### config.mk
export PLATFORM = sky130hd
export DESIGN_NAME = phase_sequencer_flat
export DESIGN_NICKNAME = d
export VERILOG_FILES = /design/src/rtl/phase_sequencer_if.sv /design/src/rtl/phase_sequencer.sv /design/src/flat_wrapper.sv
export SDC_FILE = /design/constraint.sdc
export NUM_CORES = 1
export LEC_CHECK = 0
export ABC_AREA = 1
export CAP_MARGIN = 10
export CORE_MARGIN = 5
export CORE_UTILIZATION = 60
export DETAILED_ROUTE_END_ITERATION = 10
export PLACE_DENSITY = 0.83
export SLEW_MARGIN = 5
export SYNTH_ARGS = -nofsm -noshare
export SYNTH_HDL_FRONTEND = slang
export SYNTH_SLANG_ARGS = --single-unit
### constraint.sdc
create_clock -name clk -period 5.1 [get_ports clk]
set_input_delay 1.02 -clock clk [delete_from_list [all_inputs] [get_ports clk]]
set_output_delay 1.02 -clock clk [all_outputs]
set_load 0.01 [all_outputs]
### src/rtl/phase_sequencer_if.sv
// phase_sequencer_if: sensor, request, programming and lamp signals of the sequencer
interface phase_sequencer_if #(
  parameter int NUM_PHASES = 4,
  parameter int TW = 4,
  parameter int PW = ($clog2(NUM_PHASES) > 1) ? $clog2(NUM_PHASES) : 1
);
  logic tick;
  logic [NUM_PHASES-1:0] sensor;
  logic [NUM_PHASES-1:0] walk_req;
  logic prog;
  logic [PW-1:0] prog_phase;
  logic [1:0] prog_sel;
  logic [TW-1:0] prog_value;
  logic [NUM_PHASES-1:0] green;
  logic [NUM_PHASES-1:0] yellow;
  logic [NUM_PHASES-1:0] walk;
  logic [PW-1:0] phase;
  logic [NUM_PHASES-1:0] walk_pending;
  modport master (
    output tick, sensor, walk_req, prog, prog_phase, prog_sel, prog_value,
    input green, yellow, walk, phase, walk_pending
  );
  modport slave (
    input tick, sensor, walk_req, prog, prog_phase, prog_sel, prog_value,
    output green, yellow, walk, phase, walk_pending
  );
endinterface

### src/rtl/phase_sequencer.sv
// phase_sequencer: multi-phase intersection light sequencer with extension, walk and programmable intervals
module phase_sequencer #(
  parameter int NUM_PHASES = 4,
  parameter int TW = 4,
  parameter int DEF_GREEN = 6,
  parameter int DEF_YELLOW = 2,
  parameter int DEF_WALK = 3,
  parameter int EXT = 3,
  parameter int PW = ($clog2(NUM_PHASES) > 1) ? $clog2(NUM_PHASES) : 1
) (
  input logic clk,
  input logic g_reset,
  phase_sequencer_if.slave bus
);
  typedef enum logic [2:0] {ALLRED, GREEN, EXTEND, YELLOW, WALK} state_t;
  localparam logic [TW-1:0] EXT_T = (EXT < 1) ? TW'(1) : TW'(EXT);
  state_t state_q, state_d;
  logic [TW-1:0] count_q, count_d;
  logic [PW-1:0] phase_q, phase_d, nxt, c;
  logic first_q, first_d, any_en;
  logic [NUM_PHASES-1:0] pend_q, pend_d, clr, onehot;
  logic [NUM_PHASES-1:0] green_q, yellow_q, walk_q;
  logic [TW-1:0] green_t_q [NUM_PHASES];
  logic [TW-1:0] yellow_t_q [NUM_PHASES];
  logic [TW-1:0] walk_t_q [NUM_PHASES];
  logic [TW-1:0] yel_dur, walk_dur;
  assign yel_dur = (yellow_t_q[phase_q] == '0) ? TW'(1) : yellow_t_q[phase_q];
  assign walk_dur = (walk_t_q[phase_q] == '0) ? TW'(1) : walk_t_q[phase_q];
  assign pend_d = (pend_q & ~clr) | bus.walk_req;
  assign onehot = NUM_PHASES'(1) << phase_d;
  assign bus.green = green_q;
  assign bus.yellow = yellow_q;
  assign bus.walk = walk_q;
  assign bus.phase = phase_q;
  assign bus.walk_pending = pend_q;
  // nearest enabled phase; before the first green the current phase itself is a candidate
  always_comb begin
    nxt = phase_q;
    any_en = 1'b0;
    c = '0;
    for (int k = NUM_PHASES; k >= 1; k--) begin
      c = PW'((int'(phase_q) + k - int'(first_q)) % NUM_PHASES);
      if (green_t_q[c] != '0) begin
        nxt = c;
        any_en = 1'b1;
      end
    end
  end
  // countdown and state transitions, all taken on a tick that finds the count at 1
  always_comb begin
    state_d = state_q;
    count_d = count_q;
    phase_d = phase_q;
    first_d = first_q;
    clr = '0;
    if (bus.tick && count_q > TW'(1)) count_d = count_q - TW'(1);
    else if (bus.tick) begin
      case (state_q)
        ALLRED: begin
          if (pend_q[phase_q]) begin
            state_d = WALK;
            count_d = walk_dur;
            clr[phase_q] = 1'b1;
          end else if (any_en) begin
            state_d = GREEN;
            phase_d = nxt;
            count_d = green_t_q[nxt];
            first_d = 1'b0;
          end
        end
        GREEN: begin
          state_d = bus.sensor[phase_q] ? EXTEND : YELLOW;
          count_d = bus.sensor[phase_q] ? EXT_T : yel_dur;
        end
        EXTEND: begin
          state_d = YELLOW;
          count_d = yel_dur;
        end
        YELLOW: begin
          state_d = ALLRED;
          count_d = TW'(1);
        end
        default: begin
          state_d = any_en ? GREEN : ALLRED;
          phase_d = any_en ? nxt : phase_q;
          count_d = any_en ? green_t_q[nxt] : TW'(1);
          first_d = first_q & ~any_en;
        end
      endcase
    end
  end
  // state, registered lamps, pending requests and the interval tables
  always_ff @(posedge clk) begin
    if (g_reset) begin
      state_q <= ALLRED;
      count_q <= TW'(1);
      phase_q <= '0;
      first_q <= 1'b1;
      pend_q <= '0;
      green_q <= '0;
      yellow_q <= '0;
      walk_q <= '0;
      for (int i = 0; i < NUM_PHASES; i++) begin
        green_t_q[i] <= TW'(DEF_GREEN);
        yellow_t_q[i] <= TW'(DEF_YELLOW);
        walk_t_q[i] <= TW'(DEF_WALK);
      end
    end else begin
      state_q <= state_d;
      count_q <= count_d;
      phase_q <= phase_d;
      first_q <= first_d;
      pend_q <= pend_d;
      green_q <= (state_d == GREEN || state_d == EXTEND) ? onehot : '0;
      yellow_q <= (state_d == YELLOW) ? onehot : '0;
      walk_q <= (state_d == WALK) ? onehot : '0;
      if (bus.prog && 32'(bus.prog_phase) < NUM_PHASES) begin
        if (bus.prog_sel == 2'd0) green_t_q[bus.prog_phase] <= bus.prog_value;
        if (bus.prog_sel == 2'd1) yellow_t_q[bus.prog_phase] <= bus.prog_value;
        if (bus.prog_sel == 2'd2) walk_t_q[bus.prog_phase] <= bus.prog_value;
      end
    end
  end
endmodule

### src/flat_wrapper.sv
// flat-port wrapper written by rule: the top's interface ports become plain ports
module phase_sequencer_flat 
#(
  parameter int NUM_PHASES = 4,
  parameter int TW = 4,
  parameter int DEF_GREEN = 6,
  parameter int DEF_YELLOW = 2,
  parameter int DEF_WALK = 3,
  parameter int EXT = 3,
  parameter int PW = ($clog2(NUM_PHASES) > 1) ? $clog2(NUM_PHASES) : 1
)
  (clk, g_reset, bus_tick, bus_sensor, bus_walk_req, bus_prog, bus_prog_phase, bus_prog_sel, bus_prog_value, bus_green, bus_yellow, bus_walk, bus_phase, bus_walk_pending);
  phase_sequencer_if #(.NUM_PHASES(NUM_PHASES), .TW(TW), .PW(PW)) bus_i ();
  input logic clk;
  input logic g_reset;
  input wire logic [$bits(bus_i.tick)-1:0] bus_tick;
  input wire logic [$bits(bus_i.sensor)-1:0] bus_sensor;
  input wire logic [$bits(bus_i.walk_req)-1:0] bus_walk_req;
  input wire logic [$bits(bus_i.prog)-1:0] bus_prog;
  input wire logic [$bits(bus_i.prog_phase)-1:0] bus_prog_phase;
  input wire logic [$bits(bus_i.prog_sel)-1:0] bus_prog_sel;
  input wire logic [$bits(bus_i.prog_value)-1:0] bus_prog_value;
  output wire logic [$bits(bus_i.green)-1:0] bus_green;
  output wire logic [$bits(bus_i.yellow)-1:0] bus_yellow;
  output wire logic [$bits(bus_i.walk)-1:0] bus_walk;
  output wire logic [$bits(bus_i.phase)-1:0] bus_phase;
  output wire logic [$bits(bus_i.walk_pending)-1:0] bus_walk_pending;
  assign bus_i.tick = bus_tick;
  assign bus_i.sensor = bus_sensor;
  assign bus_i.walk_req = bus_walk_req;
  assign bus_i.prog = bus_prog;
  assign bus_i.prog_phase = bus_prog_phase;
  assign bus_i.prog_sel = bus_prog_sel;
  assign bus_i.prog_value = bus_prog_value;
  assign bus_green = bus_i.green;
  assign bus_yellow = bus_i.yellow;
  assign bus_walk = bus_i.walk;
  assign bus_phase = bus_i.phase;
  assign bus_walk_pending = bus_i.walk_pending;
  phase_sequencer #(.NUM_PHASES(NUM_PHASES), .TW(TW), .DEF_GREEN(DEF_GREEN), .DEF_YELLOW(DEF_YELLOW), .DEF_WALK(DEF_WALK), .EXT(EXT), .PW(PW)) u_core (.clk(clk), .g_reset(g_reset), .bus(bus_i));
endmodule
After elaboration in Yosys (flattened, before gate mapping) --
Memories as Yosys holds them, arrays and structs flattened. A register that Yosys moved wholly into a read port is not among the register bits. Index checks and enable logic that the tools add are counted.
Word-level totals: register bits 26, memory bits (writable) 48, input bits 20, output and inout port bits 18, word-level logic and storage cells 134, memories 3
Operators by class: add/subtract/negate cells 9, order comparisons 3, equal/unequal tests 12, shifts and indexed selects 1, multiplexer cells 67, bitwise logic cells 10, reductions and logical operators 21
Memories:
- u_core.green_t_q | words 4, width 4, read ports 5, clocked after memory_dff 0, wr ports 4, RTL line phase_sequencer.sv:23 | logic [TW-1:0] green_t_q [NUM_PHASES];
- u_core.walk_t_q | words 4, width 4, read ports 1, clocked after memory_dff 1, wr ports 4, RTL line phase_sequencer.sv:25 | logic [TW-1:0] walk_t_q [NUM_PHASES];
- u_core.yellow_t_q | words 4, width 4, read ports 1, clocked after memory_dff 1, wr ports 4, RTL line phase_sequencer.sv:24 | logic [TW-1:0] yellow_t_q [NUM_PHASES];
Operator list (number):
- 4-bit 2-to-1 mux | 15
- 1-bit 2-to-1 mux | 28
- 2-bit 2-to-1 mux | 13
- 4-bit one-hot mux with 4 select lines | 1
- 4-bit nonzero test | 4
- 3-bit by 2-bit equality test with 1-bit output, second input constant | 4
- 3-bit 2-to-1 mux | 4
- 3-bit one-hot mux with 4 select lines | 1
- 4-bit OR reduction | 3
- 4-bit logical NOT | 2
- 2-bit subtractor | 4
- 3-bit by 1-bit equality test with 1-bit output, second input constant | 2
- 1-bit inverter | 6
- 2-bit OR reduction | 3
- 5-bit AND reduction | 1
- 2-bit by 1-bit adder with 2-bit output, second input constant | 2
- 2-bit adder, second input constant | 2
- 4-bit AND | 1
- 1-bit binary-select mux with 2-bit select | 2
- 4-bit by 1-bit > comparator with 1-bit output, second input constant | 1
- 4-bit by 1-bit inequality test with 1-bit output, second input constant | 1
- 4-bit inverter | 1
- 4-bit OR | 1
- 2-bit one-hot mux with 2 select lines | 1
- other kinds (19) | 20

Depth between registers and ports, before layout --
Gate-level depths: netlist of run 1. An unclocked memory read counts as a cell.
depth in word-level cells 17, depth in mapped cells 20, gate-level depth less buffers 19

Worst setup path after synthesis of run 1 --
OpenSTA, ideal clock, no wires.
path type register -> register, start point register u_core.phase_q[0], in the netlist u_core.bus.phase[0], end point register u_core.green_q[2], in the netlist u_core.bus.green[2], setup time 114 ps, arrival 2283 ps, required time 4986 ps, path slack 2703 ps, cell stages (with the launch flop) 19, path buffers 2, clock period less this slack 2397 ps, path through dfxtp_1 -> buf_6 -> inv_1 -> ha_1 -> buf_6 -> nor2_1 -> nand3_1 -> nand3_1 -> nand3_1 -> nand2_1 -> nand2_1 -> nand2_1 -> nand2_2 -> nand2_4 -> nand2_2 -> a21oi_4 -> inv_2 -> nand2_1 -> nor2_1
Between the ends: word-level cells in the longest chain between the ends 17, elaborated cells between the ends (all ways) 43, those cells by class add/sub (8); eq/ne (2); shift (1); mux (24); bitwise (1); reduce/logical (6); memory (1)
RTL lines:
- start, declared | RTL line phase_sequencer.sv:19 | logic [PW-1:0] phase_q, phase_d, nxt, c;
- start signal, assigned | RTL line phase_sequencer.sv:111 | phase_q <= phase_d;
- 2-bit by 1-bit adder with 2-bit output | RTL line phase_sequencer.sv:42 | c = PW'((int'(phase_q) + k - int'(first_q)) % NUM_PHASES);
- 2-bit subtractor | RTL line phase_sequencer.sv:42
- memory 4 x 4 bit
- 4-bit nonzero test | RTL line phase_sequencer.sv:43 | if (green_t_q[c] != '0) begin
- 1-bit 2-to-1 mux (4 in a row) | RTL line phase_sequencer.sv:43
- 3-bit 2-to-1 mux | RTL line phase_sequencer.sv:64 | end else if (any_en) begin
- 3-bit 2-to-1 mux | RTL line phase_sequencer.sv:60 | if (pend_q[phase_q]) begin
- 3-bit one-hot mux with 4 select lines | RTL line phase_sequencer.sv:58 | case (state_q)
- 3-bit 2-to-1 mux | RTL line phase_sequencer.sv:57 | else if (bus.tick) begin
- 3-bit 2-to-1 mux | RTL line phase_sequencer.sv:56 | if (bus.tick && count_q > TW'(1)) count_d = count_q - TW'(1);
- 3-bit by 1-bit equality test with 1-bit output / 3-bit by 2-bit equality test with 1-bit output (equally long branches) | RTL line phase_sequencer.sv:114 | green_q <= (state_d == GREEN || state_d == EXTEND) ? onehot : '0;
- 1-bit logical OR | RTL line phase_sequencer.sv:114
- 1-bit inverter (no source line)
- 2-bit OR reduction (no source line)
- end signal, assigned | RTL line phase_sequencer.sv:114
- end, declared | RTL line phase_sequencer.sv:22 | logic [NUM_PHASES-1:0] green_q, yellow_q, walk_q;
Several ways; a longest one is shown, not always the timed one. The select of a mux whose other input is x is not followed. A chain may end at the register's enable or synchronous reset.

Worst setup path after layout of run 1 --
start point register u_core.phase_q[0], in the netlist u_core.bus.phase[0], end point register u_core.yellow_q[2], in the netlist u_core.bus.yellow[2]
Between the ends: word-level cells in the longest chain between the ends 16, elaborated cells between the ends (all ways) 41, those cells by class add/sub (8); eq/ne (1); shift (1); mux (24); bitwise (1); reduce/logical (5); memory (1)
RTL lines:
- 2-bit by 1-bit adder with 2-bit output | RTL line phase_sequencer.sv:42
- 2-bit subtractor | RTL line phase_sequencer.sv:42
- memory 4 x 4 bit
- 4-bit nonzero test | RTL line phase_sequencer.sv:43
- 1-bit 2-to-1 mux (4 in a row) | RTL line phase_sequencer.sv:43
- 3-bit 2-to-1 mux | RTL line phase_sequencer.sv:64
- 3-bit 2-to-1 mux | RTL line phase_sequencer.sv:60
- 3-bit one-hot mux with 4 select lines | RTL line phase_sequencer.sv:58
- 3-bit 2-to-1 mux | RTL line phase_sequencer.sv:57
- 3-bit 2-to-1 mux | RTL line phase_sequencer.sv:56
- 3-bit by 2-bit equality test with 1-bit output | RTL line phase_sequencer.sv:115 | yellow_q <= (state_d == YELLOW) ? onehot : '0;
- 1-bit inverter (no source line)
- 2-bit OR reduction (no source line)
- end signal, assigned | RTL line phase_sequencer.sv:115
- end, declared | RTL line phase_sequencer.sv:22
Several ways; a longest one is shown, not always the timed one. The select of a mux whose other input is x is not followed.

==> out/qor.tcl, run 1 <==
set qor(cts_num_sinks) 74
set qor(max_slew.worst_pin.slew_ns) 0.623
set qor(yosys_most_used_dff) {sky130_fd_sc_hd__edfxtp_1}
set qor(status) {finished clean}
set qor(vias) 3435
set qor(pwr-share-comb) 0.267
set qor(post_cts_resize_count) 0
set qor(core_um2) 6390
set qor(cts_buffer_count) 9
set qor(wire_per_inst_um) 15.0
set qor(drt_first_pass_iters) 5
set qor(postSynthRegisterBits) 74
set qor(drt-initial-drc-count) 263
set qor(die_h_um) 91.5
set qor(dieWidth_um) 91.5
set qor(worst_slew_margin_rel) 0.583
set qor(max_ir_drop_vdd_mv) 0.233
set qor(diodes) 0
set qor(yosysTopAreaCell) {sky130_fd_sc_hd__edfxtp_1}
set qor(area_growth_pct) 16.0
set qor(initial_antenna_violation_count) 0
set qor(cellPowerDensity_nw_per_um2) 362
set qor(drc) 0
set qor(setup.worst_path.start_class) {register}
set qor(syn_area_um2) 3980
set qor(timing.hold.worst.class) {register to register}
set qor(synth.area.top_cells) {sky130_fd_sc_hd__edfxtp_1, sky130_fd_sc_hd__dfxtp_1, sky130_fd_sc_hd__nand2_1}
set qor(cts_post_setup_buffers_inserted) 0
set qor(postRouteWirelength_mm) 9.17
set qor(power.share.sequential) 0.426
set qor(final_antenna_net_count) 0
set qor(power.internal_uw) 1110
set qor(path_clk_slew_ns) 0.09
set qor(timing.critical_path.arrival_ns) 3.33
set qor(placer_congestion) 0.882
set qor(detailedPlacementHpwl_mm) 6.82
set qor(placementRows) 29
set qor(start_util) 0.623
set qor(crit_path_end_kind) {register}
set qor(number_of_global_route_vias_before_repair) 3407
set qor(post_synthesis_mean_instance_area_um2) 8.13
set qor(gr-usage-all-layers) 0.221
set qor(required_ns) 5.34
set qor(switching_share) 0.336
set qor(p_sw_uw) 562
set qor(grt_first_pass_wirelength_mm) 15.0
set qor(hold_viol_final) 0
set qor(clock_insertion_delay_worst_skew_ns) 0.36
set qor(number_of_cells_produced_by_synthesis) 490
set qor(fin_tns_setup_ns) 0
set qor(crit_path_max_fanout) 12
set qor(synth_seq_area_share) 0.493
set qor(h-tree-depth) 3
set qor(yosys_warnings) 0
set qor(ctsRootBufferMaster) {sky130_fd_sc_hd__clkbuf_8}
set qor(yosys.cell_types.count) 39
set qor(synth-edff-count) 48
set qor(port_buffers) 37
set qor(max_cap_viol_count) 0
set qor(clock.fmax_ghz) 0.323
set qor(post-layout-total-power_uw) 1670
set qor(cellLeakagePower_uw) 0.00190
set qor(fin_crit_sh) 0.606
set qor(clockBufferDepth) 2
set qor(timing_max_transition_violations_final) 0
set qor(post_dr_vias_cell) 5.61
set qor(share_clk_of_total_power) 0.308
set qor(number_of_primary_i_o_pins) 38
set qor(synthesis.nets) 514
set qor(grt_setup_unrepaired) {no}
set qor(setup.worst_path.class) {register to register}
set qor(hold_fix_buffers_cts) 0
set qor(globalRoute.totalOverflow) 0
set qor(fp.dieArea_um2) 8360
set qor(drive_gt1_frac) 0.112
set qor(fin_skew_ns) 0.0115
set qor(design.final.nets) 554
set qor(cts_tree) {done}
set qor(largest_net_degree_at_the_start_of_global_routing) 17
set qor(layout_min_cycle_time_ns) 3.09
set qor(netlist.area_leader.share) 0.362
set qor(reg2reg_slack_ns) 2.01
set qor(synth-async-reset-ratio) 0
set qor(finalSetupViolations) 0
==> cells by family after synthesis <==
family                     after synthesis  share of synthesized area
xor gates and xnor gates                 3                     0.0113
DFF                                     74                      0.493
AOI/OAI and AO/OA                       65                      0.110
adders and majority gates                4                     0.0126
buffers and inverters                   81                     0.0830
and+or+nand+nor                        263                      0.290
==> area by class of cell <==
type	instances	area [µm²]
clock buffer	9	124
clock inverter	7	101
fill	503	1770
inverter	73	277
multi-input combinational	335	1690
sequential	74	1960
tap	77	96.3
timing repair buffer	37	370
==> per-stage QoR <==
stage	hold slack [ns]	instance area, µm²	cells	worst slack [ns]	utilization
2_1_floorplan	0.442	3980	490	2.70	-
3_3_place_gp	0.472	4390	596	1.82	0.688
3_5_place_dp	0.492	4390	596	1.71	0.688
4_1_cts	0.501	4620	612	2.04	0.723
5_1_grt	0.535	4620	612	1.71	0.723
6_report	0.495	4620	612	2.01	0.723
==> power by group through the flow <==
stage / clock, µW / combinational [µW] / sequential, µW
3_5_place_dp: 0 / 438 / 726
6_report: 515 / 446 / 713
5_1_grt: 537 / 499 / 717
2_1_floorplan: 0 / 336 / 715
3_3_place_gp: 0 / 424 / 725
4_1_cts: 516 / 442 / 712
==> Yosys cell counts (5+ instances only) <==
cell                       count
sky130_fd_sc_hd__a21oi_1      14
sky130_fd_sc_hd__edfxtp_1     48
sky130_fd_sc_hd__o21ai_1       5
sky130_fd_sc_hd__inv_1        57
sky130_fd_sc_hd__nor2_1       79
sky130_fd_sc_hd__nand2_1     105
sky130_fd_sc_hd__o21ai_0      17
sky130_fd_sc_hd__dfxtp_1      26
sky130_fd_sc_hd__nand3_1      46
sky130_fd_sc_hd__nor3_1       10
sky130_fd_sc_hd__inv_2        12
sky130_fd_sc_hd__a22oi_1       6
sky130_fd_sc_hd__nand2_2       9
==> layout by cell type (no fill, tap or decap), types with 4 or more instances in the layout <==
cell	instances
sky130_fd_sc_hd__a21oi_1	14
sky130_fd_sc_hd__nor2_2	4
sky130_fd_sc_hd__clkinv_1	4
sky130_fd_sc_hd__nor3_1	10
sky130_fd_sc_hd__nor2_1	79
sky130_fd_sc_hd__o31ai_1	4
sky130_fd_sc_hd__nand2_2	9
sky130_fd_sc_hd__nand2_1	105
sky130_fd_sc_hd__dfxtp_1	26
sky130_fd_sc_hd__nand3_1	46
sky130_fd_sc_hd__inv_1	57
sky130_fd_sc_hd__clkbuf_8	9
sky130_fd_sc_hd__ha_1	4
sky130_fd_sc_hd__inv_2	12
sky130_fd_sc_hd__o21ai_1	5
sky130_fd_sc_hd__o21ai_0	17
sky130_fd_sc_hd__clkdlybuf4s50_1	37
sky130_fd_sc_hd__edfxtp_1	48
sky130_fd_sc_hd__a211oi_1	4
sky130_fd_sc_hd__a22oi_1	6
==> state kept, by name (all words and copies together) (netlist names) <==
signal	cells
u_core.bus.green	4
u_core.bus.phase	2
u_core.bus.walk	4
u_core.bus.walk_pending	4
u_core.bus.yellow	4
u_core.count_q	4
u_core.first_q	1
u_core.green_t_q	16
u_core.state_q	3
u_core.walk_t_q	16
u_core.yellow_t_q	16
==> final timing paths <==
path,startpoint,to,cells past startpoint
worst min register to register,u_core.first_q,u_core.first_q,2
worst max-delay path,u_core.bus.phase[0],u_core.bus.yellow[2],17
worst max register to register,u_core.bus.phase[0],u_core.bus.yellow[2],17
worst min-delay path,u_core.first_q,u_core.first_q,2
==> metal layers <==
layer,part of all wire,vias up,GRT usage
li1,-,1692,-
met1,0.41,1577,0.265
met2,0.50,141,0.383
met3,0.066,25,0.0364
met4,0.024,0,0.110
met5,0,-,0
==> worst max-delay path, cell delays in order (launching register included) <==
cell and delay, ns:
sky130_fd_sc_hd__dfxtp_1 0.70, sky130_fd_sc_hd__inv_1 0.13, sky130_fd_sc_hd__ha_1 0.56, sky130_fd_sc_hd__inv_2 0.14, sky130_fd_sc_hd__nor2_1 0.11, sky130_fd_sc_hd__nand3_1 0.11
sky130_fd_sc_hd__nand3_1 0.16, sky130_fd_sc_hd__nand3_1 0.09, sky130_fd_sc_hd__nand2_1 0.08, sky130_fd_sc_hd__nand2_1 0.05, sky130_fd_sc_hd__nand2_1 0.06, sky130_fd_sc_hd__nand2_2 0.13
sky130_fd_sc_hd__nand2_4 0.17, sky130_fd_sc_hd__nand2_2 0.08, sky130_fd_sc_hd__a21oi_4 0.21, sky130_fd_sc_hd__inv_2 0.06, sky130_fd_sc_hd__nand2_1 0.10, sky130_fd_sc_hd__nor2_1 0.05
(Power assumes the default switching activity.)
==> run 2: changes to the inputs <==
- CORE_UTILIZATION: 60 -> 57
- PLACE_DENSITY: 0.83 -> 0.79
- clock period: 5.1 -> 3.2 ns (I/O delays scaled with it)
==> run 2 against run 1 <==
- non-clock buffer count up 2
- routed wire length decreased by 2.2%
- register-to-register slack got worse by 1.5 ns
- clock skew down 0.0011 ns
- sequential share of layout area decreased by 0.057 points
- via count fell by 0.79%
- flip-flop and latch count unchanged
- cell count increased by 3.4%
==> out/qor.tcl, run 2 (same netlist as run 1, synthesis figures left out) <==
set qor(cp_slowest_stage_delay_ns) 0.54
set qor(number_of_global_route_vias_before_repair) 3396
set qor(cts_num_sinks) 74
set qor(clock.fmax_ghz) 0.372
set qor(globalRoute.totalOverflow) 0
set qor(worst_slew_margin_rel) 0.575
set qor(wire_per_inst_um) 14.2
set qor(initial_antenna_violation_count) 0
set qor(gr-usage-all-layers) 0.222
set qor(design.final.nets) 556
set qor(cts_post_setup_buffers_inserted) 0
set qor(fin_skew_ns) 0.0105
set qor(critical_path_buf_inv_count) 4
set qor(timing.critical_path.arrival_ns) 2.93
set qor(grt_setup_unrepaired) {no}
set qor(path_clk_slew_ns) 0.08
set qor(hold_viol_final) 0
set qor(power.share.sequential) 0.443
set qor(postRouteWirelength_mm) 8.97
set qor(cellPowerDensity_nw_per_um2) 553
set qor(switching_share) 0.339
set qor(die_h_um) 93.6
set qor(placedInstanceArea_um2) 4430
set qor(max_cap_viol_count) 0
set qor(area_growth_pct) 16.2
set qor(post_cts_resize_count) 0
set qor(cts_tree) {done}
set qor(h-tree-depth) 3
set qor(diodes) 0
set qor(drive_gt1_frac) 0.115
set qor(placer_congestion) 0.901
set qor(fin_crit_sh) 0.840
set qor(final_antenna_net_count) 0
set qor(layout_min_cycle_time_ns) 2.69
set qor(timing.hold.worst.class) {register to register}
set qor(setup.worst_path.class) {register to register}
set qor(number_of_primary_i_o_pins) 38
set qor(grt_first_pass_wirelength_mm) 15.4
set qor(crit_path_end_kind) {register}
set qor(timing_max_transition_violations_final) 0
set qor(fillerInstances) 556
set qor(required_ns) 3.44
set qor(finalSetupViolations) 0
set qor(power.internal_uw) 1690
set qor(clock_insertion_delay_worst_skew_ns) 0.35
set qor(max_slew.worst_pin.slew_ns) 0.631
set qor(fin_tns_setup_ns) 0
set qor(setup.worst_path.start_class) {register}
set qor(status) {finished clean}
set qor(clockBufferDepth) 2
set qor(ctsRootBufferMaster) {sky130_fd_sc_hd__clkbuf_8}
set qor(detailedPlacementHpwl_mm) 6.80
set qor(pwr-share-comb) 0.278
set qor(share_clk_of_total_power) 0.279
set qor(largest_net_degree_at_the_start_of_global_routing) 17
set qor(crit_family) {simple AND/OR/NAND/NOR gates}
set qor(post-route-cell-area_um2) 4630
set qor(critical_path_cell_sequence) {inv_1 -> ha_1 -> inv_2 -> nor2_1 -> nand3_1 -> nand2_1 -> inv_1 -> nand2_1 -> nand2_1 -> nor2_1 -> nand2_2 -> nand2_4 -> nand2_2 -> a21oi_4 -> inv_2 -> nand2_1 -> nor2_1}
set qor(post_dr_vias_cell) 5.38
set qor(crit_path_max_fanout) 12
set qor(p_sw_uw) 868
set qor(start_util) 0.586
set qor(cpMaxStageDelayCell) {sky130_fd_sc_hd__ha_1}
set qor(cellLeakagePower_uw) 0.00190
set qor(layout_top_registers) {u_core.green_t_q (16), u_core.walk_t_q (16), u_core.yellow_t_q (16)}
set qor(max_ir_drop_vdd_mv) 0.271
set qor(final_cell_mix) {sky130_fd_sc_hd__nand2_1, sky130_fd_sc_hd__nor2_1, sky130_fd_sc_hd__inv_1}
set qor(drt_first_pass_iters) 5
set qor(critical-path-top-cell-by-count) {sky130_fd_sc_hd__nand2_1}
set qor(drc) 0
set qor(placementRows) 30
set qor(vias) 3408
set qor(fp.dieArea_um2) 8760
set qor(dieWidth_um) 93.6
set qor(core_um2) 6790
set qor(drt-initial-drc-count) 292
set qor(port_buffers) 37
set qor(cts_buffer_count) 9
set qor(layout_commonest_cell) {sky130_fd_sc_hd__nand2_1}
set qor(hold_fix_buffers_cts) 0
[run 2: final timing paths]
check / from / to / slack, ns / depth (start not counted)
worst max-delay path: u_core.bus.phase[0] / u_core.bus.green[2] / 0.51 / 17
worst min-delay path: u_core.first_q / u_core.first_q / 0.49 / 2
worst max register to register: u_core.bus.phase[0] / u_core.bus.green[2] / 0.51 / 17
worst min register to register: u_core.first_q / u_core.first_q / 0.49 / 2
[run 2: cell type report]
| type | instances | area, µm² | area share |
|---|---|---|---|
| Tap cell | 96 | 120 | 0.0260 |
| Inverter | 73 | 277 | 0.0598 |
| Sequential cell | 74 | 1960 | 0.424 |
| Multi-Input combinational cell | 335 | 1690 | 0.365 |
| Timing Repair Buffer | 39 | 385 | 0.0833 |
| Clock buffer | 10 | 128 | 0.0276 |
| Clock inverter | 6 | 65.1 | 0.0141 |
[run 2: layer usage]
layer / vias up / track usage / part of all wire
li1: 1690 / - / -
met1: 1567 / 0.274 / 0.42
met2: 124 / 0.382 / 0.49
met3: 27 / 0.0459 / 0.062
met4: 0 / 0.0842 / 0.023
met5: - / 0 / 0
[run 2: power groups by stage]
stage / clock (µW) / sequential (µW) / combinational (µW)
final: 713 / 1130 / 712
after global routing: 765 / 1140 / 805
after CTS: 717 / 1130 / 706
after detailed placement: 0 / 1150 / 702
after global placement: 0 / 1150 / 682
after floorplan: 0 / 1140 / 535
[run 2: stage by stage]
step	hold slack, ns	cells	setup WS (ns)	util	power (µW)
finish	0.485	633	0.512	0.681	2560
global route	0.527	633	0.236	0.681	2710
CTS	0.494	633	0.533	0.681	2550
detailed placement	0.484	617	0.460	0.652	1850
global placement	0.457	617	0.528	0.652	1830
floorplan	0.442	490	0.803	-	1670
[run 2: worst reg2reg max path, delay by kind of cell (launching register included)]
kind / cells / cell delay (ns)
buf+inv: 4 / 0.33
fa+ha+maj: 1 / 0.54
flops: 1 / 0.33
simple gates: 11 / 1.17
compound gates: 1 / 0.22
==> run 3: changes to the inputs <==
- CORE_UTILIZATION: 57 -> 52
- PLACE_DENSITY: 0.79 -> 0.76
- clock period: 3.2 -> 2.29 ns (I/O delays scaled with it)
==> run 3 against run 2 <==
- design area rose by 9.8%
- total power up 51%
- cell count increased by 5.1%
- sequential share of layout area shrank 3.7 points
- register-to-register slack worse by 0.50 ns
- clock power increased by 49%
- critical path depth increased by 1
- largest cell class unchanged
- largest power group unchanged
==> out/qor.tcl, run 3 (same netlist as run 1, synthesis figures left out) <==
set qor(status) {finished clean}
set qor(crit_path_end_kind) {register}
set qor(postRouteWirelength_mm) 9.77
set qor(diodes) 0
set qor(core_um2) 7610
set qor(cts_buffer_count) 9
set qor(design.final.nets) 582
set qor(fin_tns_setup_ns) 0
set qor(place.detailed.instances) 646
set qor(crit-reg2reg-launch) {u_core.bus.phase[0]}
set qor(reg2reg_slack_ns) 0.02
set qor(max_ir_drop_vdd_mv) 0.415
set qor(placer_congestion) 0.962
set qor(crit_path_max_fanout) 7
set qor(initial_antenna_violation_count) 0
set qor(fin_crit_sh) 0.993
set qor(final_cell_mix) {sky130_fd_sc_hd__nand2_1, sky130_fd_sc_hd__nor2_1, sky130_fd_sc_hd__inv_1}
set qor(gr-usage-all-layers) 0.195
set qor(timing.hold.worst.class) {register to register}
set qor(holdPathEnd) {u_core.first_q}
set qor(post_dr_vias_cell) 5.37
set qor(wire_per_inst_um) 14.7
set qor(die_h_um) 97.5
set qor(placementRows) 32
set qor(setup.worst_path.start_class) {register}
set qor(path_clk_slew_ns) 0.08
set qor(number_of_global_route_vias_before_repair) 3398
set qor(largest_net_degree_at_the_start_of_global_routing) 17
set qor(hold_path_startpoint) {u_core.first_q}
set qor(utilization) 0.667
set qor(worst_slew_margin_rel) 0.639
set qor(timing.critical_path.arrival_ns) 2.57
set qor(fp.dieArea_um2) 9510
set qor(ctsRootBufferMaster) {sky130_fd_sc_hd__clkbuf_8}
set qor(finalSetupViolations) 0
set qor(detailedPlacementHpwl_mm) 7.11
set qor(cts_tree) {done}
set qor(start_util) 0.523
set qor(grt_setup_unrepaired) {yes}
set qor(layout_top_registers) {u_core.green_t_q (16), u_core.walk_t_q (16), u_core.yellow_t_q (16)}
set qor(hold_fix_buffers_cts) 0
set qor(layout_commonest_cell) {sky130_fd_sc_hd__nand2_1}
set qor(required_ns) 2.59
set qor(final-instance-count-excl-fill) 665
set qor(cellLeakagePower_uw) 0.00206
set qor(max_slew.worst_pin.slew_ns) 0.541
set qor(max_cap_viol_count) 0
set qor(clock.fmax_ghz) 0.440
set qor(layout_min_cycle_time_ns) 2.27
set qor(dieWidth_um) 97.5
set qor(worstReg2RegEnd) {u_core.count_q[0]}
set qor(cellPowerDensity_nw_per_um2) 761
set qor(timing.reg2reg.worst_path_depth) 18
set qor(footprint_of_the_flip_flops_and_latches_um2) 1960
set qor(vias) 3572
set qor(whs_path_depth) 2
set qor(grt_first_pass_wirelength_mm) 15.0
set qor(drt_first_pass_iters) 5
set qor(timing_max_transition_violations_final) 0
set qor(fillerInstances) 606
set qor(multi_input_area_um2) 1920
set qor(area_growth_pct) 27.5
set qor(cts_num_sinks) 74
set qor(hold_viol_final) 0
set qor(drc) 0
set qor(fin_skew_ns) 0.00919
set qor(clockBufferDepth) 2
set qor(setup.worst_path.class) {register to register}
set qor(port_buffers) 37
set qor(clock_insertion_delay_worst_skew_ns) 0.35
set qor(final_antenna_net_count) 0
set qor(drive_gt1_frac) 0.238
set qor(h-tree-depth) 3
set qor(globalRoute.totalOverflow) 0
set qor(number_of_primary_i_o_pins) 38
set qor(drt-initial-drc-count) 269
## run 3: worst max path at each step
| stage | from | endpoint | cells after the start | slack [ns] |
|---|---|---|---|---|
| after floorplan | u_core.bus.phase[0] | u_core.bus.green[2] | 18 | 0.02 |
| after global placement | u_core.bus.phase[0] | u_core.bus.yellow[0] | 16 | 0.06 |
| after detailed placement | u_core.bus.phase[0] | u_core.bus.yellow[0] | 16 | 0.01 |
| after CTS | u_core.bus.phase[0] | u_core.bus.yellow[0] | 16 | 0.02 |
| after global routing | u_core.bus.phase[0] | u_core.count_q[3] | 19 | -0.14 |
| final | u_core.bus.phase[0] | u_core.count_q[0] | 18 | 0.02 |
## run 3: power breakdown
group / switching (µW) / leakage (µW) / total, µW / internal, µW
sequential: 68.5 / 0.000681 / 1580 / 1510
combinational: 768 / 0.00128 / 1220 / 455
clock: 542 / 0.0000988 / 1060 / 522
## run 3: through the flow
| stage | setup WS [ns] | power, µW | hold slack, ns | instance area, µm² |
|---|---|---|---|---|
| floorplan | 0.0220 | 2350 | 0.470 | 4000 |
| global placement | 0.0617 | 2640 | 0.486 | 4630 |
| detailed placement | 0.0129 | 2670 | 0.488 | 4630 |
| CTS | 0.0243 | 3710 | 0.497 | 4840 |
| global route | -0.138 | 4040 | 0.516 | 5080 |
| finish | 0.0157 | 3870 | 0.484 | 5080 |
## run 3: layout make-up
class / count / share of cell area
inverter: 73 / 0.0550
tap: 102 / 0.0251
clock buffer: 9 / 0.0244
timing repair buffer: 63 / 0.115
sequential: 74 / 0.387
clock inverter: 7 / 0.0163
multi-input combinational: 337 / 0.377
## run 3: repair_timing
action                                  4_1_cts  5_1_grt
buffers inserted                              0        1
gates resized for setup                       1       55
endpoints found under the setup margin        1       17
gates cloned                                  0        2
pin swaps                                     0       31
## run 3: worst max-delay path, cell delays in order, from the launching register on
cell	delay, ns
sky130_fd_sc_hd__dfxtp_2	0.35
sky130_fd_sc_hd__inv_2	0.05
sky130_fd_sc_hd__ha_4	0.25
sky130_fd_sc_hd__buf_6	0.14
sky130_fd_sc_hd__nand2_1	0.06
sky130_fd_sc_hd__o21ai_2	0.06
sky130_fd_sc_hd__nor2_2	0.12
sky130_fd_sc_hd__nand3_2	0.13
sky130_fd_sc_hd__nand2_2	0.10
sky130_fd_sc_hd__nand2_1	0.05
sky130_fd_sc_hd__nand2_1	0.05
sky130_fd_sc_hd__nand2_1	0.06
sky130_fd_sc_hd__nand2_2	0.13
sky130_fd_sc_hd__nand2_2	0.11
sky130_fd_sc_hd__o211ai_1	0.23
sky130_fd_sc_hd__nand3_1	0.11
sky130_fd_sc_hd__nand2_1	0.10
sky130_fd_sc_hd__nand2_1	0.06
sky130_fd_sc_hd__nand2_1	0.05
## run 3: layer usage
metal	vias to the layer above	wire length [µm]	track usage
met5	-	0	0
met4	0	212	0.0692
met3	23	670	0.0337
met2	143	4940	0.348
met1	1659	3940	0.235
li1	1747	-	-
==> RTL change 1, RTL diff (config.mk and constraints of run 1) <==
`DEF_GREEN` is set to 6 in 2 places; all go to 5.
--- a/src/rtl/phase_sequencer.sv
+++ b/src/rtl/phase_sequencer.sv
@@ -4,3 +4,3 @@
   parameter int TW = 4,
-  parameter int DEF_GREEN = 6,
+  parameter int DEF_GREEN = 5,
   parameter int DEF_YELLOW = 2,
--- a/src/flat_wrapper.sv
+++ b/src/flat_wrapper.sv
@@ -5,3 +5,3 @@
   parameter int TW = 4,
-  parameter int DEF_GREEN = 6,
+  parameter int DEF_GREEN = 5,
   parameter int DEF_YELLOW = 2,
Behaviour: same outputs for any inputs over 4 cycles, from zero or initial values and one cycle with g_reset high; that may be too few to reach the edited logic, so the function may still have changed.
==> RTL change 1 against run 1 <==
  * Sequential cell count unchanged
  * Global-route usage shrank 0.76 points
  * Total power down 2.4%
  * Die area rose by 0.56%
  * Core utilization decreased by 0.23 points
  * Worst setup slack got worse by 0.19 ns
  * Combinational power about the same
  * Wire length down 4.2%
  * Synthesized cell count fell by 0.20%
  * Synthesized area is 0.63% higher
  * Cell area increased by 0.24%
  * Highest routed layer unchanged
==> RTL change 1: results (changes against run 1) <==
The flow ran to the end, and the final reports show no timing, DRC or antenna violations. The final RePlAce weighted congestion is 0.908 (+3.0%), and the sum of net half-perimeters after detailed placement is 6800 µm (-0.21%). The proportion of layout cells with a drive suffix above 1 is 0.118 (+0.00605). The worst register-to-register path ends at u_core.bus.green[2]$_SDFF_PP0_. The endpoint of the worst hold path is u_core.bus.walk_pending[2]$_SDFF_PP0_. The total wire length after detailed routing was 8790 µm (-4.2%); the static power due to leakage was 0.00196 µW (+2.9%).

The DRC marker count from the first detailed-route iteration was 297 (+13%); the transition at the pin with the smallest max-transition slack was 0.634 ns (+0.0102 ns). The arrival time reported for the critical path endpoint is 3.52 ns (+0.19 ns). The fraction of the yosys area taken by sequential cells is 0.490 (-0.00308). The beginning of the worst register-to-register path was u_core.bus.phase[0]$_SDFF_PP0_. The run gives 0.00780 ns (-0.00372 ns) as the final worst clock skew. The logs give 552 (-0.36%) for the number of nets in the finished design and 0.501 ns (+0.00641 ns) for the smallest hold slack. The first-pass GRT wire length came out at 14400 µm (-4.1%). Yosys attributes the largest share of cell area to sky130_fd_sc_hd__edfxtp_1 (36%), sky130_fd_sc_hd__dfxtp_1 (13%), sky130_fd_sc_hd__nand2_1 (9.7%). The global-route usage over all layers is 0.214 (-0.00760), and the setup slack on the worst flop-to-flop path is 1.82 ns (-0.19 ns). The count of fill cells added during filler insertion is 473 (-6.0%), and the count of different cell masters after synthesis is 41 (+5.1%). The run gives 513 (-0.19%) as the number of nets in the synthesized netlist.

The via count was 3362 (-2.1%); the delay of the slowest critical-path stage was 0.73 ns (+0.03 ns). The number of antenna violations at the first check in global routing is 0 (unchanged), and the insertion delay to the later sink of the worst-skew pair is 0.34 ns (-0.02 ns). The tools report the number of detailed-route iterations in the first pass as 6 (+1). Counting instances in the post-synthesis netlist gives the leading cell types as sky130_fd_sc_hd__nand2_1 (103), sky130_fd_sc_hd__nor2_1 (79), sky130_fd_sc_hd__inv_1 (60), sky130_fd_sc_hd__edfxtp_1 (48), sky130_fd_sc_hd__nand3_1 (40).

In this run the most critical hold path is launched from u_core.bus.walk_pending[2]$_SDFF_PP0_. The run gives 3197 (-6.2%) as the via count of the first global-routing pass.
[RTL change 1: cell count changes after synthesis, moves of 3 or more]
cell,run 1,this run
sky130_fd_sc_hd__nand3_1,46,40
sky130_fd_sc_hd__a22oi_1,6,1
sky130_fd_sc_hd__o21ai_0,17,12
sky130_fd_sc_hd__nand2_2,9,13
sky130_fd_sc_hd__a221oi_1,2,5
sky130_fd_sc_hd__inv_1,57,60
[RTL change 1: worst max-delay path by stage]
stage | from | end | slack, ns
floorplan | u_core.bus.phase[0]$_SDFF_PP0_ | u_core.count_q[0]$_SDFFE_PP1P_ | 2.61
global placement | bus_prog_phase[1] | u_core.green_t_q[2][2]$_SDFFCE_PN1P_ | 1.84
detailed placement | bus_prog_phase[1] | u_core.green_t_q[2][0]$_SDFFCE_PN1P_ | 1.81
CTS | u_core.bus.phase[0]$_SDFF_PP0_ | u_core.bus.yellow[0]$_SDFF_PP0_ | 1.87
global route | u_core.bus.phase[0]$_SDFF_PP0_ | u_core.count_q[0]$_SDFFE_PP1P_ | 1.53
finish | u_core.bus.phase[0]$_SDFF_PP0_ | u_core.bus.green[2]$_SDFF_PP0_ | 1.82
[RTL change 1: logic make-up (layout without fill, tap and decap cells)]
kind of cell,Yosys count,in the layout,synth area share
AO/OA/AOI/OAI,61,61,0.107
XOR/XNOR,3,3,0.0112
adder cells (fa/ha/maj),4,4,0.0125
buffers and inverters,84,128,0.0868
flip-flops,74,74,0.490
AND/OR/NAND/NOR,263,263,0.293
[RTL change 1: per-layer routing]
layer	wire [µm]	part of all wire	GRT usage
met5	0	0	0
met3	557	0.063	0.0417
met4	190	0.022	0.100
met2	4340	0.49	0.364
met1	3700	0.42	0.262
[RTL change 1: cell type report]
type,instances,area [µm²],area share
clock buffers,14,205,0.0443
clock inverters,2,13.8,0.00297
inverters,75,287,0.0619
multi-input cells,331,1700,0.366
flip-flops and latches,74,1960,0.424
well taps,77,96.3,0.0208
repair buffers,37,370,0.0800
[RTL change 1: tightest hold or removal path: cells and delay by family, from the launching register on]
family	cells	cell delay, ns
DFF	1	0.33
AOI/OAI and AO/OA	2	0.13
[RTL change 1: stage by stage]
step,power (µW),util,instances,instance area [µm²],setup WS [ns]
after floorplan,1060,-,489,4010,2.61
after global placement,1150,0.687,594,4410,1.84
after detailed placement,1170,0.687,594,4410,1.81
after CTS,1630,0.721,610,4630,1.87
after global routing,1720,0.721,610,4630,1.53
final,1630,0.721,610,4630,1.82
[RTL change 1: where the power goes]
| group | leakage [µW] | total, µW | switching [µW] | internal (µW) |
|---|---|---|---|---|
| clock network | 0.000113 | 472 | 208 | 264 |
| registers | 0.000681 | 714 | 35.7 | 679 |
| logic | 0.00117 | 447 | 287 | 159 |
| total | 0.00196 | 1630 | 531 | 1100 |
==> RTL change 2, RTL diff (config.mk and constraints of run 1) <==
Made on the original files. Make the reset (`g_reset`) asynchronous in one clocked block.
--- a/src/rtl/phase_sequencer.sv
+++ b/src/rtl/phase_sequencer.sv
@@ -92,3 +92,3 @@
   // state, registered lamps, pending requests and the interval tables
-  always_ff @(posedge clk) begin
+  always_ff @(posedge clk or posedge g_reset) begin
     if (g_reset) begin
Formal check against the unedited RTL: differs if g_reset is asserted again (counterexample within 4 cycles, from zero or initial values and one cycle with g_reset high); with g_reset held inactive, the same outputs for 4 cycles.
==> RTL change 2 against run 1 <==
  * Synthesized area down 0.57%
  * Sequential cell count unchanged
  * Critical path depth increased by 3
  * Core utilization fell by 0.67 points
  * First-iteration DRC count down 12%
  * Via count is 3.8% higher
  * Cell count grew 2.1%
  * Worst setup slack got worse by 0.0090 ns
  * Wire length grew 5.4%
  * Cell area decreased by 0.92%
  * Critical path type unchanged
Power is not compared: it rests on default switching activity, and its combinational part moved more than twofold at a synthesized area within 25%.
==> RTL change 2: results (changes against run 1) <==
The flow ran to the end, and the final reports show no timing, DRC or antenna violations. The filler-free cell count of the finished design is 625 (+2.1%). The run gives 0.379 (-0.204) as the worst-case headroom to the max-slew limit.

The arrival time reported for the critical path endpoint came out at 3.38 ns (+0.05 ns). Total wire length after detailed routing: 9670 µm (+5.4%). Among all flip-flop cells after synthesis, the most frequent one is sky130_fd_sc_hd__dfrtp_1.

The commonest cells after synthesis are sky130_fd_sc_hd__nand2_1 (142), sky130_fd_sc_hd__o21ai_0 (56), sky130_fd_sc_hd__inv_1 (55), sky130_fd_sc_hd__dfrtp_1 (52), sky130_fd_sc_hd__nor2_1 (48). The logs give 7190 µm (+5.4%) for the sum of net half-perimeters after detailed placement and 0.904 (+2.5%) for the final RePlAce weighted congestion. The count of different cell masters after synthesis came out at 37 (-5.1%). The worst-path maximum fanout works out to 17 (+5).

The startpoint identified for the worst register-to-register timing path is u_core.bus.phase[0]$_DFF_PP0_. For the DRC marker count from the first detailed-route iteration, the log shows 232 (-12%). The first-pass GRT wire length was 16200 µm (+8.1%).

Share of flip-flops with an asynchronous set or reset: 1.00 (+1.00). The delay of the slowest critical-path stage came out at 0.62 ns (-0.08 ns). The endpoint of the worst hold path is u_core.first_q$_DFFE_PP1P_. After synthesis, the cell types taking the most area are sky130_fd_sc_hd__dfrtp_1 (33%), sky130_fd_sc_hd__dfstp_2 (15%), sky130_fd_sc_hd__nand2_1 (13%). The fraction of post-synthesis cell area in the top cell type by area was 0.329 (-0.0333).

The proportion of layout cells with a drive suffix above 1 is 0.128 (+0.0156). The cell with the biggest individual delay on the critical path was sky130_fd_sc_hd__ha_1. The post-route clock period utilization is 0.608 (+0.00177), and the number of nets in the synthesized netlist is 526 (+2.3%). For the number of nets in the finished design, the log shows 567 (+2.3%). The maximum number of pins on one net before global-route repair was 45 (+28); the synthesized instance count was 502 (+2.4%).

For the fraction of the yosys area taken by sequential cells, the log shows 0.475 (-0.0181). The startpoint of the tightest hold check path was u_core.first_q$_DFFE_PP1P_. The length in cells of the worst reg-to-reg path is 20 (+3), and the global-route usage over all layers is 0.240 (+0.0181). The final worst clock skew came out at 0.0136 ns (+0.00208 ns).

The count of placed standard cells including taps is 609 (+2.2%), and the placed cell area is 4380 µm² (-0.43%).
## RTL change 2: changes by cell type in the layout (fill, tap and decap cells not counted), sizes merged, moves of 26 or more
cell	before	now
nor2	86	51
dfxtp	26	0
edfxtp	48	0
dfrtp	0	52
nand2	117	151
o21ai	25	62
## RTL change 2: through the flow
step / hold WS, ns / util / power (µW)
after CTS: 0.489 / 0.717 / 2850
after global placement: 0.467 / 0.685 / 2340
after detailed placement: 0.476 / 0.685 / 2390
final: 0.485 / 0.717 / 2870
after global routing: 0.512 / 0.717 / 3100
after floorplan: 0.448 / - / 2080
## RTL change 2: cell families after synthesis
| family | after synthesis | share of synthesized area |
|---|---|---|
| AND/OR/NAND/NOR | 245 | 0.265 |
| AO/OA/AOI/OAI | 104 | 0.155 |
| flip-flops | 74 | 0.475 |
| buffers and inverters | 71 | 0.0749 |
| XOR/XNOR | 4 | 0.0183 |
| adder cells (fa/ha/maj) | 4 | 0.0126 |
## RTL change 2: where the power goes
| group | internal, µW | total [µW] | switching [µW] |
|---|---|---|---|
| Sequential | 753 | 884 | 130 |
| Clock | 239 | 457 | 218 |
| Combinational | 537 | 1530 | 992 |
## RTL change 2: worst max-delay path by stage
stage                                  startpoint                        endpoint  slack (ns)
floorplan                                 g_reset   u_core.bus.green[0]$_DFF_PP0_        2.23
global placement                         bus_tick   u_core.bus.green[0]$_DFF_PP0_        2.03
detailed placement                       bus_tick   u_core.bus.green[0]$_DFF_PP0_        1.99
CTS                 u_core.bus.phase[0]$_DFF_PP0_  u_core.bus.yellow[1]$_DFF_PP0_        2.02
global route        u_core.bus.phase[0]$_DFF_PP0_    u_core.bus.walk[1]$_DFF_PP0_        1.60
finish              u_core.bus.phase[0]$_DFF_PP0_  u_core.bus.yellow[1]$_DFF_PP0_        2.00
## RTL change 2: layer usage
metal	routed length [µm]	vias up	track usage
li1	-	1726	-
met5	0	-	0
met1	4060	1693	0.310
met4	255	0	0.109
met3	583	25	0.0463
met2	4760	121	0.390
## RTL change 2: worst min-delay path: cells and delay by family, from the launching register on
family	cells	cell delay, ns
AOI/OAI and AO/OA	1	0.04
DFF	1	0.38
buffers and inverters	1	0.07
## RTL change 2: final cells by class
class	count	area, µm²	area share
inverters	63	239	0.0522
clock buffers	10	138	0.0301
well taps	77	96.3	0.0210
clock inverters	6	63.8	0.0139
multi-input cells	357	1780	0.390
flip-flops and latches	74	1880	0.411
repair buffers	38	378	0.0826
